<file path="src/rtl/regfile_wport_arbiter.sv">
// Register-file write-port arbiter: WB writes win, MDU results queue in a FIFO,
// and a starvation counter forces a one-cycle stall/drain. Optional stats: REGFILE_ARB_STATS_EN.
module regfile_wport_arbiter #(
  parameter int unsigned FIFO_DEPTH   = 2,
  parameter int unsigned STARVE_LIMIT = 4
) (
  input  logic        clk,
  input  logic        rst,
  input  logic        WbRegWrite,
  input  logic [4:0]  WbRd,
  input  logic [31:0] WbData,
  input  logic        MduValid,
  input  logic [4:0]  MduRd,
  input  logic [31:0] MduData,
  output logic        MduReady,
  output logic        RegWrite,
  output logic [4:0]  Rd,
  output logic [31:0] data,
  output logic        Stall,
  output logic [31:0] Pending
`ifdef REGFILE_ARB_STATS_EN
  ,
  output logic [31:0] StallCount,
  output logic [31:0] MduWriteCount
`endif
);

  localparam int unsigned AW = $clog2(FIFO_DEPTH);
  localparam int unsigned CW = $clog2(FIFO_DEPTH + 1);
  localparam int unsigned SW = $clog2(STARVE_LIMIT + 1);

  typedef enum logic {ARB, DRAIN} state_t;

  state_t                state, state_next;
  logic [4:0]            fifo_rd   [FIFO_DEPTH];
  logic [31:0]           fifo_data [FIFO_DEPTH];
  logic [FIFO_DEPTH-1:0] fifo_valid;
  logic [AW-1:0]         wptr, rptr;
  logic [CW-1:0]         count;
  logic [SW-1:0]         starve, starve_next;
  logic                  full, empty, push, pop, wb_win;
  logic [31:0]           pend;

  assign full     = (count == CW'(FIFO_DEPTH));
  assign empty    = (count == '0);
  assign MduReady = !rst && !full;
  // Results for r0 are handshaken but never stored.
  assign push     = MduValid && MduReady && (MduRd != '0);
  assign wb_win   = WbRegWrite && (WbRd != '0);

  always_comb begin
    state_next  = state;
    starve_next = starve;
    RegWrite    = 1'b0;
    Rd          = '0;
    data        = '0;
    Stall       = 1'b0;
    pop         = 1'b0;
    if (!rst) begin
      case (state)
        ARB: begin
          if (wb_win) begin
            RegWrite = 1'b1;
            Rd       = WbRd;
            data     = WbData;
          end else if (!empty) begin
            RegWrite = 1'b1;
            Rd       = fifo_rd[rptr];
            data     = fifo_data[rptr];
            pop      = 1'b1;
          end
        end
        DRAIN: begin
          Stall      = 1'b1;
          state_next = ARB;
          if (!empty) begin
            RegWrite = 1'b1;
            Rd       = fifo_rd[rptr];
            data     = fifo_data[rptr];
            pop      = 1'b1;
          end
        end
        default: state_next = ARB;
      endcase

      if (pop || empty || state == DRAIN)
        starve_next = '0;
      else if (wb_win)
        starve_next = starve + SW'(1);

      // Threshold is checked on the post-update value so the drain follows immediately.
      if (state == ARB && starve_next == SW'(STARVE_LIMIT))
        state_next = DRAIN;
    end
  end

  always_comb begin
    pend = '0;
    for (int unsigned i = 0; i < FIFO_DEPTH; i++)
      if (fifo_valid[i]) pend[fifo_rd[i]] = 1'b1;
    Pending = rst ? '0 : {pend[31:1], 1'b0};
  end

  always_ff @(posedge clk) begin
    if (rst) begin
      state      <= ARB;
      starve     <= '0;
      wptr       <= '0;
      rptr       <= '0;
      count      <= '0;
      fifo_valid <= '0;
    end else begin
      state  <= state_next;
      starve <= starve_next;
      if (push) begin
        wptr             <= wptr + AW'(1);
        fifo_valid[wptr] <= 1'b1;
      end
      if (pop) begin
        rptr             <= rptr + AW'(1);
        fifo_valid[rptr] <= 1'b0;
      end
      case ({push, pop})
        2'b10:   count <= count + CW'(1);
        2'b01:   count <= count - CW'(1);
        default: count <= count;
      endcase
    end
  end

  always_ff @(posedge clk) begin
    if (push) begin
      fifo_rd[wptr]   <= MduRd;
      fifo_data[wptr] <= MduData;
    end
  end

`ifdef REGFILE_ARB_STATS_EN
  always_ff @(posedge clk) begin
    if (rst) begin
      StallCount    <= '0;
      MduWriteCount <= '0;
    end else begin
      if (state == DRAIN) StallCount    <= StallCount + 32'd1;
      if (pop)            MduWriteCount <= MduWriteCount + 32'd1;
    end
  end
`endif

endmodule

</file>
<file path="config.mk">
export PLATFORM = sky130hd
export DESIGN_NAME = regfile_wport_arbiter
export DESIGN_NICKNAME = d
export VERILOG_FILES = /design/src/rtl/regfile_wport_arbiter.sv
export SDC_FILE = /design/constraint.sdc
export NUM_CORES = 1
export LEC_CHECK = 0
export CAP_MARGIN = 20
export CELL_PAD_IN_SITES_DETAIL_PLACEMENT = 1
export CELL_PAD_IN_SITES_GLOBAL_PLACEMENT = 1
export CORE_MARGIN = 5
export CORE_UTILIZATION = 25
export CTS_CLUSTER_SIZE = 25
export DETAILED_ROUTE_END_ITERATION = 12
export GPL_TIMING_DRIVEN = 0
export PLACE_DENSITY = 0.65
export REMOVE_ABC_BUFFERS = 1
export SYNTH_ARGS = -nofsm -noshare
export SYNTH_HDL_FRONTEND = slang
export SYNTH_SLANG_ARGS = --single-unit
</file>
<file path="constraint.sdc">
create_clock -name clk -period 2.95 [get_ports clk]
set_input_delay 0.59 -clock clk [delete_from_list [all_inputs] [get_ports clk]]
set_output_delay 0.59 -clock clk [all_outputs]
set_load 0.05 [all_outputs]
</file>
==> impl_metrics.env, run 1 <==
export IMPL_status="complete, no violations"
export IMPL_leakage_nw=2.57
export IMPL_reg2reg_slack_ps=810
export IMPL_clock_sinks=85
export IMPL_grt_max_degree=38
export IMPL_die_area_mm2=0.0191
export IMPL_wire_per_inst_um=20.0
export IMPL_crit_arrival_ps=2330
export IMPL_final_common_cell="clkdlybuf4s50_1"
export IMPL_syn_inst=326
export IMPL_synth_cell_type_count=37
export IMPL_place_ws_ps=-1290
export IMPL_cts_root_buffer="clkbuf_16"
export IMPL_r2r_cells=7
export IMPL_cap_violations=0
export IMPL_rr_startpoint="count[0]"
export IMPL_cts_tree="done"
export IMPL_finalMaxSlewViolations=0
export IMPL_grtUsageTotal=0.130
export IMPL_wirelength_um=13900
export IMPL_layout_setup_ws_ps=27.9
export IMPL_syn_cell_area_mm2=0.00410
export IMPL_synth_avg_cell_area_um2=12.6
export IMPL_required_ps=2360
export IMPL_cp_start_kind="primary input"
export IMPL_fin_nets=555
export IMPL_placed_cell_area_mm2=0.00582
export IMPL_ir_worst_vdd_mv=0.324
export IMPL_power_mw=3.47
export IMPL_hold_buffers=0
export IMPL_grt_pass1_wl_um=20300
export IMPL_synth_seq_cells=85
export IMPL_drc_errors=0
export IMPL_hp_class="reg -> reg"
export IMPL_ys_async_sr_fraction=0
export IMPL_hold_viol_final=0
export IMPL_antenna_found_initial=0
export IMPL_drive_gt1_frac=0.252
export IMPL_fp_row_count=46
export IMPL_crit_fanout=7
export IMPL_htreeDepth=3
export IMPL_finalCriticalPeriod_ps=2920
export IMPL_layout_common_cells="clkdlybuf4s50_1 (75), edfxtp_1 (74), nor2_1 (40), mux2i_1 (39), o2bb2ai_2 (33)"
export IMPL_fp_coreArea_mm2=0.0160
export IMPL_seq_area_mm2=0.00244
export IMPL_ios=150
export IMPL_clock_skew_ps=5.18
export IMPL_viasPerCell=4.79
export IMPL_min_to="starve[0]"
export IMPL_insertion_delay_ps=330
export IMPL_postRouteAntennaNets=0
export IMPL_die_h_um=138
export IMPL_clockBufferDepth=2
export IMPL_max_freq_mhz=342
export IMPL_r2r_end="count[1]"
export IMPL_grt_pass1_vias=3739
export IMPL_synth_ff_type="edfxtp_1"
export IMPL_area_delta_synth_final_pct=62.2
export IMPL_post_route_period_util=0.991
export IMPL_final_core_util=0.416
export IMPL_start_util=0.256
export IMPL_vias=3337
export IMPL_synth_edf_count=74
export IMPL_timing_slew_headroom=0.408
export IMPL_end_kind="primary output"
export IMPL_powerDensity_mw_per_mm2=523
export IMPL_clk_pin_slew_ps=60
export IMPL_first_pass_iters=4
export IMPL_grt_overflow=0
export IMPL_multi_input_area_mm2=0.00189
export IMPL_die_x_um=138
export IMPL_cts_buffers=9
export IMPL_final_area_mm2=0.00665
export IMPL_min_from="starve[0]"
export IMPL_io_buffers=148
export IMPL_dpl_hpwl_um=8930
export IMPL_yosysWarnings=0
export IMPL_first_iter_violations=157
export IMPL_tightest_slew_ps=889
export IMPL_place_gp_congestion=0.718
export IMPL_seq_area_frac_synth=0.596
export IMPL_fin_tns_setup_ps=0
export IMPL_fill_cells=1705
export IMPL_min_path_cells=1
export IMPL_path_class="in -> out"
export IMPL_antenna_cells=0
export IMPL_finalSetupViolCount=0
flip-flops by register name, indices dropped and copies added, names as in the netlist, named ones only:
name and flops:
fifo_valid 2, count 2, wptr 1, fifo_rd 10, state 1, rptr 1
fifo_data 64, starve 3
logic make-up after synthesis:
kind of cell	synth area share
and+or+nand+nor	0.102
buffers and inverters	0.0330
adders and majority gates	0.00610
xor gates and xnor gates	0.00641
other	0.000915
DFF	0.596
AOI/OAI and AO/OA	0.161
muxes	0.0952
routing by layer:
metal / track usage / routed length, µm / vias up
met1: 0.155 / 5860 / 1630
met2: 0.224 / 6970 / 130
li1: - / - / 1563
met3: 0.0428 / 883 / 14
met5: 0 / 0 / -
met4: 0.0395 / 187 / 0
worst max path at each step:
stage / from / end / slack, ps / cells past startpoint
floorplan: rst / fifo_data[1][0] / -880 / 3
global placement: rst / fifo_data[1][23] / -2750 / 4
detailed placement: WbRd[1] / data[8] / -1290 / 6
CTS: WbRd[1] / Rd[1] / -150 / 7
global route: WbRd[2] / data[10] / -20 / 7
finish: WbRd[2] / data[10] / 30 / 7
report_power, final:
group	internal (mW)	switching, mW	leakage, nW
logic	0.310	0.454	1.64
clock network	0.828	0.455	0.163
registers	1.38	0.0461	0.769
total	2.52	0.956	2.57
synth_stat cells, types with 2 or more instances:
| cell | instances | share of area |
|---|---|---|
| and3_1 | 5 | 0.0076 |
| inv_1 | 5 | 0.0046 |
| o21ai_0 | 2 | 0.0024 |
| nor2_1 | 44 | 0.040 |
| clkbuf_1 | 17 | 0.016 |
| xnor2_1 | 2 | 0.0043 |
| buf_2 | 9 | 0.011 |
| o2bb2ai_1 | 37 | 0.079 |
| mux2i_1 | 39 | 0.095 |
| a22oi_1 | 31 | 0.057 |
| o22ai_1 | 2 | 0.0031 |
| nand2_1 | 7 | 0.0064 |
| nor3b_1 | 8 | 0.015 |
| dfxtp_1 | 11 | 0.054 |
| ha_1 | 2 | 0.0061 |
| and3b_1 | 4 | 0.0085 |
| edfxtp_1 | 74 | 0.54 |
| nor3_1 | 5 | 0.0061 |
| a21oi_1 | 2 | 0.0024 |
| nand2b_1 | 3 | 0.0046 |
layout make-up:
cell class                      instances  area share
Inverter                                5     0.00282
Multi-Input combinational cell        213       0.284
Tap cell                              216      0.0406
Sequential cell                        85       0.368
Clock buffer                           10      0.0344
Timing Repair Buffer                  161       0.254
Clock inverter                          6      0.0167
critical path: stages:
cell	delay (ps)
clkdlybuf4s50_1	630
o311ai_4	140
buf_12	180
nor2_4	260
clkbuf_16	230
o2bb2ai_2	120
buf_6	180
metrics by stage:
step                cells  hold WS, ps
floorplan             299          419
global placement      663          433
detailed placement    666          472
CTS                   686          476
global route          696          488
finish                696          477
timing repair:
item	CTS	global route
cloned	2	5
resized for setup	275	57
endpoints found under the setup margin	72	54
buffers inserted	2	5
pin swaps	2	4
(Power assumes the default switching activity.)
==> run 2, diff against run 1 <==
==> constraint.sdc (replaced) <==
create_clock -name clk -period 2.95 [get_ports clk]
set_input_delay 0.7375 -clock clk [delete_from_list [all_inputs] [get_ports clk]]
set_output_delay 0.7375 -clock clk [all_outputs]
set_load 0.05 [all_outputs]
==> run 2 against run 1 <==
Against the previous run: the run now ends with setup timing left; final area increased by 11%; clock power about the same; register-to-register slack about the same; routed wire length increased by 15%; largest cell class unchanged; highest routed layer unchanged.
==> impl_metrics.env, run 2 (synthesis gave the netlist of run 1 again) <==
export IMPL_end_kind="primary output"
export IMPL_grtUsageTotal=0.156
export IMPL_cap_violations=0
export IMPL_finalCriticalPeriod_ps=3150
export IMPL_cpPeakStageDelay_ps=400
export IMPL_top_regs="fifo_data x64, fifo_rd x10, starve x3"
export IMPL_first_pass_iters=4
export IMPL_drive_gt1_frac=0.325
export IMPL_finalSetupViolCount=38
export IMPL_grt_setup_unrepaired="yes"
export IMPL_htreeDepth=3
export IMPL_area_delta_synth_final_pct=80.2
export IMPL_switchingPower_mw=1.07
export IMPL_largest_register_ffs=64
export IMPL_timing_slew_headroom=0.382
export IMPL_final_common_cell="edfxtp_1"
export IMPL_fp_coreArea_mm2=0.0160
export IMPL_post_route_period_util=1.07
export IMPL_io_buffers=148
export IMPL_comb_power_share=0.260
export IMPL_antenna_found_initial=0
export IMPL_crit_chain="buf_6 > or3_4 > o311ai_4 > buf_12 > buf_12 > buf_6 > nor2_4 > clkbuf_16 > o2bb2ai_4 > buf_8"
export IMPL_wirelength_um=16000
export IMPL_leakage_nw=2.54
export IMPL_hold_buffers=0
export IMPL_hold_viol_final=0
export IMPL_vias=3526
export IMPL_die_x_um=138
export IMPL_first_iter_violations=149
export IMPL_slowest_stage="or3_4"
export IMPL_violations="setup timing"
export IMPL_fin_nets=573
export IMPL_antenna_cells=0
export IMPL_cts_buffers=9
export IMPL_finalMaxSlewViolations=0
export IMPL_crit_fanout=5
export IMPL_die_h_um=138
export IMPL_grt_overflow=0
export IMPL_status="complete, but fails checks"
export IMPL_clk_pin_slew_ps=70
export IMPL_layout_setup_ws_ps=-204
export IMPL_powerDensity_mw_per_mm2=499
export IMPL_hp_class="reg -> reg"
export IMPL_seq_power_share=0.389
export IMPL_insertion_delay_ps=330
export IMPL_postRouteAntennaNets=0
export IMPL_dpl_hpwl_um=8930
export IMPL_required_ps=2210
export IMPL_fin_tns_setup_ps=-6000
export IMPL_cts_tree="done"
export IMPL_final_core_util=0.462
export IMPL_p_int_mw=2.62
export IMPL_largest_register="fifo_data"
export IMPL_swShare=0.290
export IMPL_clock_sinks=85
export IMPL_fp_row_count=46
export IMPL_drc_errors=0
export IMPL_layout_common_cells="edfxtp_1 (74), clkdlybuf4s50_1 (70), nor2_1 (40), mux2i_1 (39), o2bb2ai_4 (34)"
export IMPL_fill_cells=1650
export IMPL_place_gp_congestion=0.718
export IMPL_clockPowerShare=0.352
export IMPL_grt_pass1_vias=3962
export IMPL_wire_per_inst_um=22.4
export IMPL_max_freq_mhz=317
export IMPL_ir_worst_vdd_mv=0.330
export IMPL_grt_pass1_wl_um=23600
export IMPL_path_class="in -> out"
export IMPL_ios=150
export IMPL_cts_root_buffer="clkbuf_16"
export IMPL_viasPerCell=4.94
export IMPL_cp_start_kind="primary input"
export IMPL_die_area_mm2=0.0191
export IMPL_start_util=0.256
export IMPL_crit_arrival_ps=2420
export IMPL_tightest_slew_ps=926
export IMPL_clock_skew_ps=5.10
export IMPL_clockBufferDepth=2
export IMPL_grt_max_degree=38
## run 2: changes by cell type in the layout (fill, tap and decap cells not counted), sizes merged
| cell | change |
|---|---|
| dlygate4sd2 | -9 |
| clkdlybuf4s15 | +13 |
| dlymetal6s2s | -17 |
| clkdlybuf4s50 | -5 |
| clkbuf | +15 |
| buf | +16 |
| nand2 | +3 |
| nor2 | +2 |
## run 2: routing by layer
metal / share of wire / wire (µm) / vias to the layer above / GRT usage
li1: - / - / 1617 / -
met1: 0.41 / 6500 / 1758 / 0.187
met2: 0.52 / 8330 / 138 / 0.277
met3: 0.061 / 983 / 13 / 0.0410
met4: 0.013 / 206 / 0 / 0.0416
met5: 0 / 0 / - / 0
## run 2: stage by stage
stage | hold slack, ps | instance area (µm²) | total power [mW] | setup slack [ps] | std cells
floorplan | 419 | 3980 | 1.81 | -1030 | 299
detailed placement | 472 | 5820 | 2.11 | -1590 | 666
CTS | 476 | 7070 | 3.62 | -256 | 711
global placement | 433 | 5730 | 2.09 | -2900 | 663
finish | 472 | 7380 | 3.68 | -204 | 714
global route | 488 | 7380 | 3.81 | -240 | 714
## run 2: area by class of cell
cell class,count,area (µm²),area share
Sequential cell,85,2440,0.331
Inverter,5,18.8,0.00254
Clock buffer,10,229,0.0310
Clock inverter,6,111,0.0151
Timing Repair Buffer,174,1900,0.257
Multi-Input combinational cell,218,2410,0.327
Tap cell,216,270,0.0366
## run 2: critical path: cells and delay by family
kind / cells / cell delay [ps]
and+or+nand+nor: 2 / 450
buffers and inverters: 6 / 830
AOI/OAI and AO/OA: 2 / 390
## run 2: power by group through the flow
stage	sequential, mW	clock (mW)	combinational, mW
floorplan	1.46	0	0.355
global placement	1.48	0	0.616
detailed placement	1.45	0	0.662
CTS	1.43	1.31	0.881
global route	1.44	1.37	0.999
finish	1.43	1.29	0.957
## run 2: what timing repair did
item | CTS | global route
pin swaps | 11 | 7
resized for setup | 395 | 87
gates cloned | 9 | 2
buffers inserted | 20 | 3
setup endpoints to repair | 110 | 67
## run 2: final timing paths
check	end	slack, ps	cells past startpoint	from
setup / recovery	data[3]	-200	10	WbRd[0]
hold / removal	starve[0]	470	1	starve[0]
setup reg to reg	fifo_data[0][16]	810	4	count[0]
hold reg to reg	starve[0]	470	1	starve[0]
==> run 3, diff against run 2 <==
- ABC_AREA: default -> 1
- PLACE_DENSITY: 0.65 -> 0.67
==> run 3 against run 2 <==
Against the previous run: the flow now finishes without violations; routed wire length shrank 6.2%; register-to-register slack improved by 100 ps; first-iteration DRC count stayed put; highest routed layer unchanged; sequential cell count is the same; die area up 9.1%; area after synthesis up 9.9%; final area fell by 12%; critical path type is now reg -> out; sequential power is 3% lower; via count is 16% higher; utilization decreased by 9.5 points; worst hold slack better by 5.7 ps.
==> impl_metrics.env, run 3 <==
export IMPL_status="complete, no violations"
export IMPL_cts_tree="done"
export IMPL_max_freq_mhz=348
export IMPL_rr_startpoint="count[0]"
export IMPL_finalSetupViolCount=0
export IMPL_synth_seq_cells=85
export IMPL_top_regs="fifo_data x64, fifo_rd x10, starve x3"
export IMPL_postRouteAntennaNets=0
export IMPL_clk_pin_slew_ps=60
export IMPL_antenna_found_initial=0
export IMPL_ir_worst_vdd_mv=0.234
export IMPL_largest_register="fifo_data"
export IMPL_first_pass_iters=4
export IMPL_first_iter_violations=149
export IMPL_synth_avg_cell_area_um2=8.74
export IMPL_comb_power_share=0.202
export IMPL_timing_slew_headroom=0.377
export IMPL_layout_common_cells="nand2_1 (191), edfxtp_1 (74), clkdlybuf4s50_1 (70), nor2_1 (51), nand2_2 (41)"
export IMPL_finalMaxSlewViolations=0
export IMPL_hp_class="reg -> reg"
export IMPL_crit_end="Pending[7]"
export IMPL_crit_arrival_ps=2140
export IMPL_syn_cell_area_mm2=0.00450
export IMPL_htreeDepth=3
export IMPL_die_area_mm2=0.0208
export IMPL_cts_buffers=9
export IMPL_insertion_delay_ps=340
export IMPL_grt_overflow=0
export IMPL_cap_violations=0
export IMPL_fin_nets=752
export IMPL_clockPowerShare=0.348
export IMPL_crit_start="fifo_rd[1][1]"
export IMPL_ios=150
export IMPL_end_kind="primary output"
export IMPL_ys_async_sr_fraction=0
export IMPL_place_gp_congestion=0.857
export IMPL_crit_chain="inv_1 > nor3_4 > a22oi_1 > nor2_1 > dlygate4sd2_1"
export IMPL_post_route_period_util=0.975
export IMPL_seq_area_frac_synth=0.542
export IMPL_leakage_nw=2.92
export IMPL_synth_top_cell_area_share=0.493
export IMPL_required_ps=2210
export IMPL_tightest_slew_ps=934
export IMPL_die_x_um=144
export IMPL_drc_errors=0
export IMPL_clock_skew_ps=6.46
export IMPL_cp_start_kind="flip-flop"
export IMPL_reg2reg_slack_ps=910
export IMPL_r2r_end="fifo_data[0][16]"
export IMPL_switchingPower_mw=0.924
export IMPL_synthTopCellsByCount="nand2_1 (192), edfxtp_1 (74), nor2_1 (51), nand2_2 (40), inv_1 (33)"
export IMPL_fp_coreArea_mm2=0.0178
export IMPL_area_delta_synth_final_pct=45.1
export IMPL_yosysTopAreaCell="edfxtp_1"
export IMPL_yosysMostFrequentCell="nand2_1"
export IMPL_cpPeakStageDelay_ps=540
export IMPL_drive_gt1_frac=0.214
export IMPL_path_class="reg -> out"
export IMPL_grt_setup_unrepaired="yes"
export IMPL_yosysWarnings=0
export IMPL_syn_inst=515
export IMPL_finalCriticalPeriod_ps=2880
export IMPL_start_util=0.252
export IMPL_final_core_util=0.366
export IMPL_hold_viol_final=0
export IMPL_crit_fanout=8
export IMPL_wirelength_um=15000
export IMPL_fp_row_count=49
export IMPL_slowest_stage="dlygate4sd2_1"
export IMPL_synth_ff_type="edfxtp_1"
export IMPL_clock_sinks=85
export IMPL_hold_ws_ps=478
export IMPL_die_h_um=144
export IMPL_hold_buffers=0
export IMPL_wire_per_inst_um=16.6
export IMPL_swShare=0.299
export IMPL_yosys_top_cells_area="edfxtp_1 (49%), nand2_1 (16%), nand2_2 (5.6%), dfxtp_1 (4.9%), nor2_1 (4.3%)"
export IMPL_cts_root_buffer="clkbuf_16"
export IMPL_io_buffers=148
export IMPL_powerDensity_mw_per_mm2=473
export IMPL_seq_power_share=0.450
export IMPL_vias=4085
export IMPL_synth_cell_type_count=33
export IMPL_grt_pass1_vias=4585
export IMPL_grtUsageTotal=0.146
export IMPL_grt_pass1_wl_um=23600
export IMPL_dpl_hpwl_um=10300
export IMPL_r2r_cells=6
export IMPL_p_int_mw=2.16
export IMPL_clockBufferDepth=2
export IMPL_synth_edf_count=74
export IMPL_largest_register_ffs=64
export IMPL_viasPerCell=4.50
export IMPL_grt_max_degree=38
export IMPL_final_common_cell="nand2_1"
export IMPL_fin_tns_setup_ps=0
[run 3: changes by cell type in the layout (fill, tap and decap cells not counted), moves of 11 or more]
cell,before,now
nand3_1,1,16
nand2_1,7,191
o2bb2ai_4,34,0
inv_1,4,32
buf_4,8,19
mux2i_1,39,0
buf_6,33,7
buf_2,1,17
nor2_1,40,51
a22oi_1,31,13
a21oi_1,2,24
nand2_2,0,41
[run 3: cell type report]
cell class | count | area, µm²
inverters | 35 | 150
clock inverters | 7 | 55.1
flip-flops and latches | 85 | 2450
repair buffers | 161 | 1490
well taps | 229 | 287
fillers | 2062 | 11300
repair inverters | 3 | 52.6
diodes | 1 | 2.50
multi-input cells | 377 | 1820
clock buffers | 9 | 225
[run 3: critical path: cells and delay by family (launching register included)]
family | cells | cell delay, ps
buffers and inverters | 2 | 720
DFF | 1 | 470
and+or+nand+nor | 2 | 470
AOI/OAI and AO/OA | 1 | 130
[run 3: worst min-delay path by stage]
stage / startpoint / to / slack [ps] / depth (start not counted)
6_report: wptr / wptr / 480 / 2
3_5_place_dp: wptr / wptr / 470 / 2
5_1_grt: wptr / wptr / 490 / 2
4_1_cts: wptr / wptr / 480 / 2
3_3_place_gp: starve[0] / starve[0] / 430 / 1
2_1_floorplan: starve[0] / starve[0] / 420 / 1
[run 3: what timing repair did]
item	in CTS	in global routing
cloned	3	1
endpoints found under the setup margin	132	64
setup buffers	9	1
pin swaps	8	1
gates resized for setup	238	96
[run 3: cells by family after synthesis]
family                   after synthesis  share of synthesized area
XOR/XNOR                               1                    0.00195
AND/OR/NAND/NOR                      327                      0.326
AO/OA/AOI/OAI                         45                     0.0572
other                                  1                   0.000833
flip-flops                            85                      0.542
buffers and inverters                 54                     0.0659
adder cells (fa/ha/maj)                2                    0.00556
[run 3: per-layer routing]
layer	vias up	track usage	share of wire
met5	-	0	0
li1	2000	-	-
met1	1922	0.178	0.43
met3	16	0.0440	0.085
met2	147	0.246	0.47
met4	0	0.0535	0.017
[run 3: metrics by stage]
step | cells | power (mW) | cell area (µm²) | setup WS (ps)
after detailed placement | 876 | 2.03 | 6180 | -1190
after CTS | 904 | 3.12 | 6420 | -228
after global placement | 873 | 2.00 | 6120 | -1820
after floorplan | 496 | 1.74 | 4350 | -128
after global routing | 906 | 3.24 | 6530 | -44.4
final | 907 | 3.09 | 6530 | 72.6
[run 3: power groups by stage]
stage	combinational [mW]	sequential (mW)	clock (mW)
5_1_grt	0.680	1.40	1.17
3_3_place_gp	0.575	1.42	0
2_1_floorplan	0.327	1.41	0
3_5_place_dp	0.600	1.43	0
4_1_cts	0.613	1.39	1.11
6_report	0.625	1.39	1.07
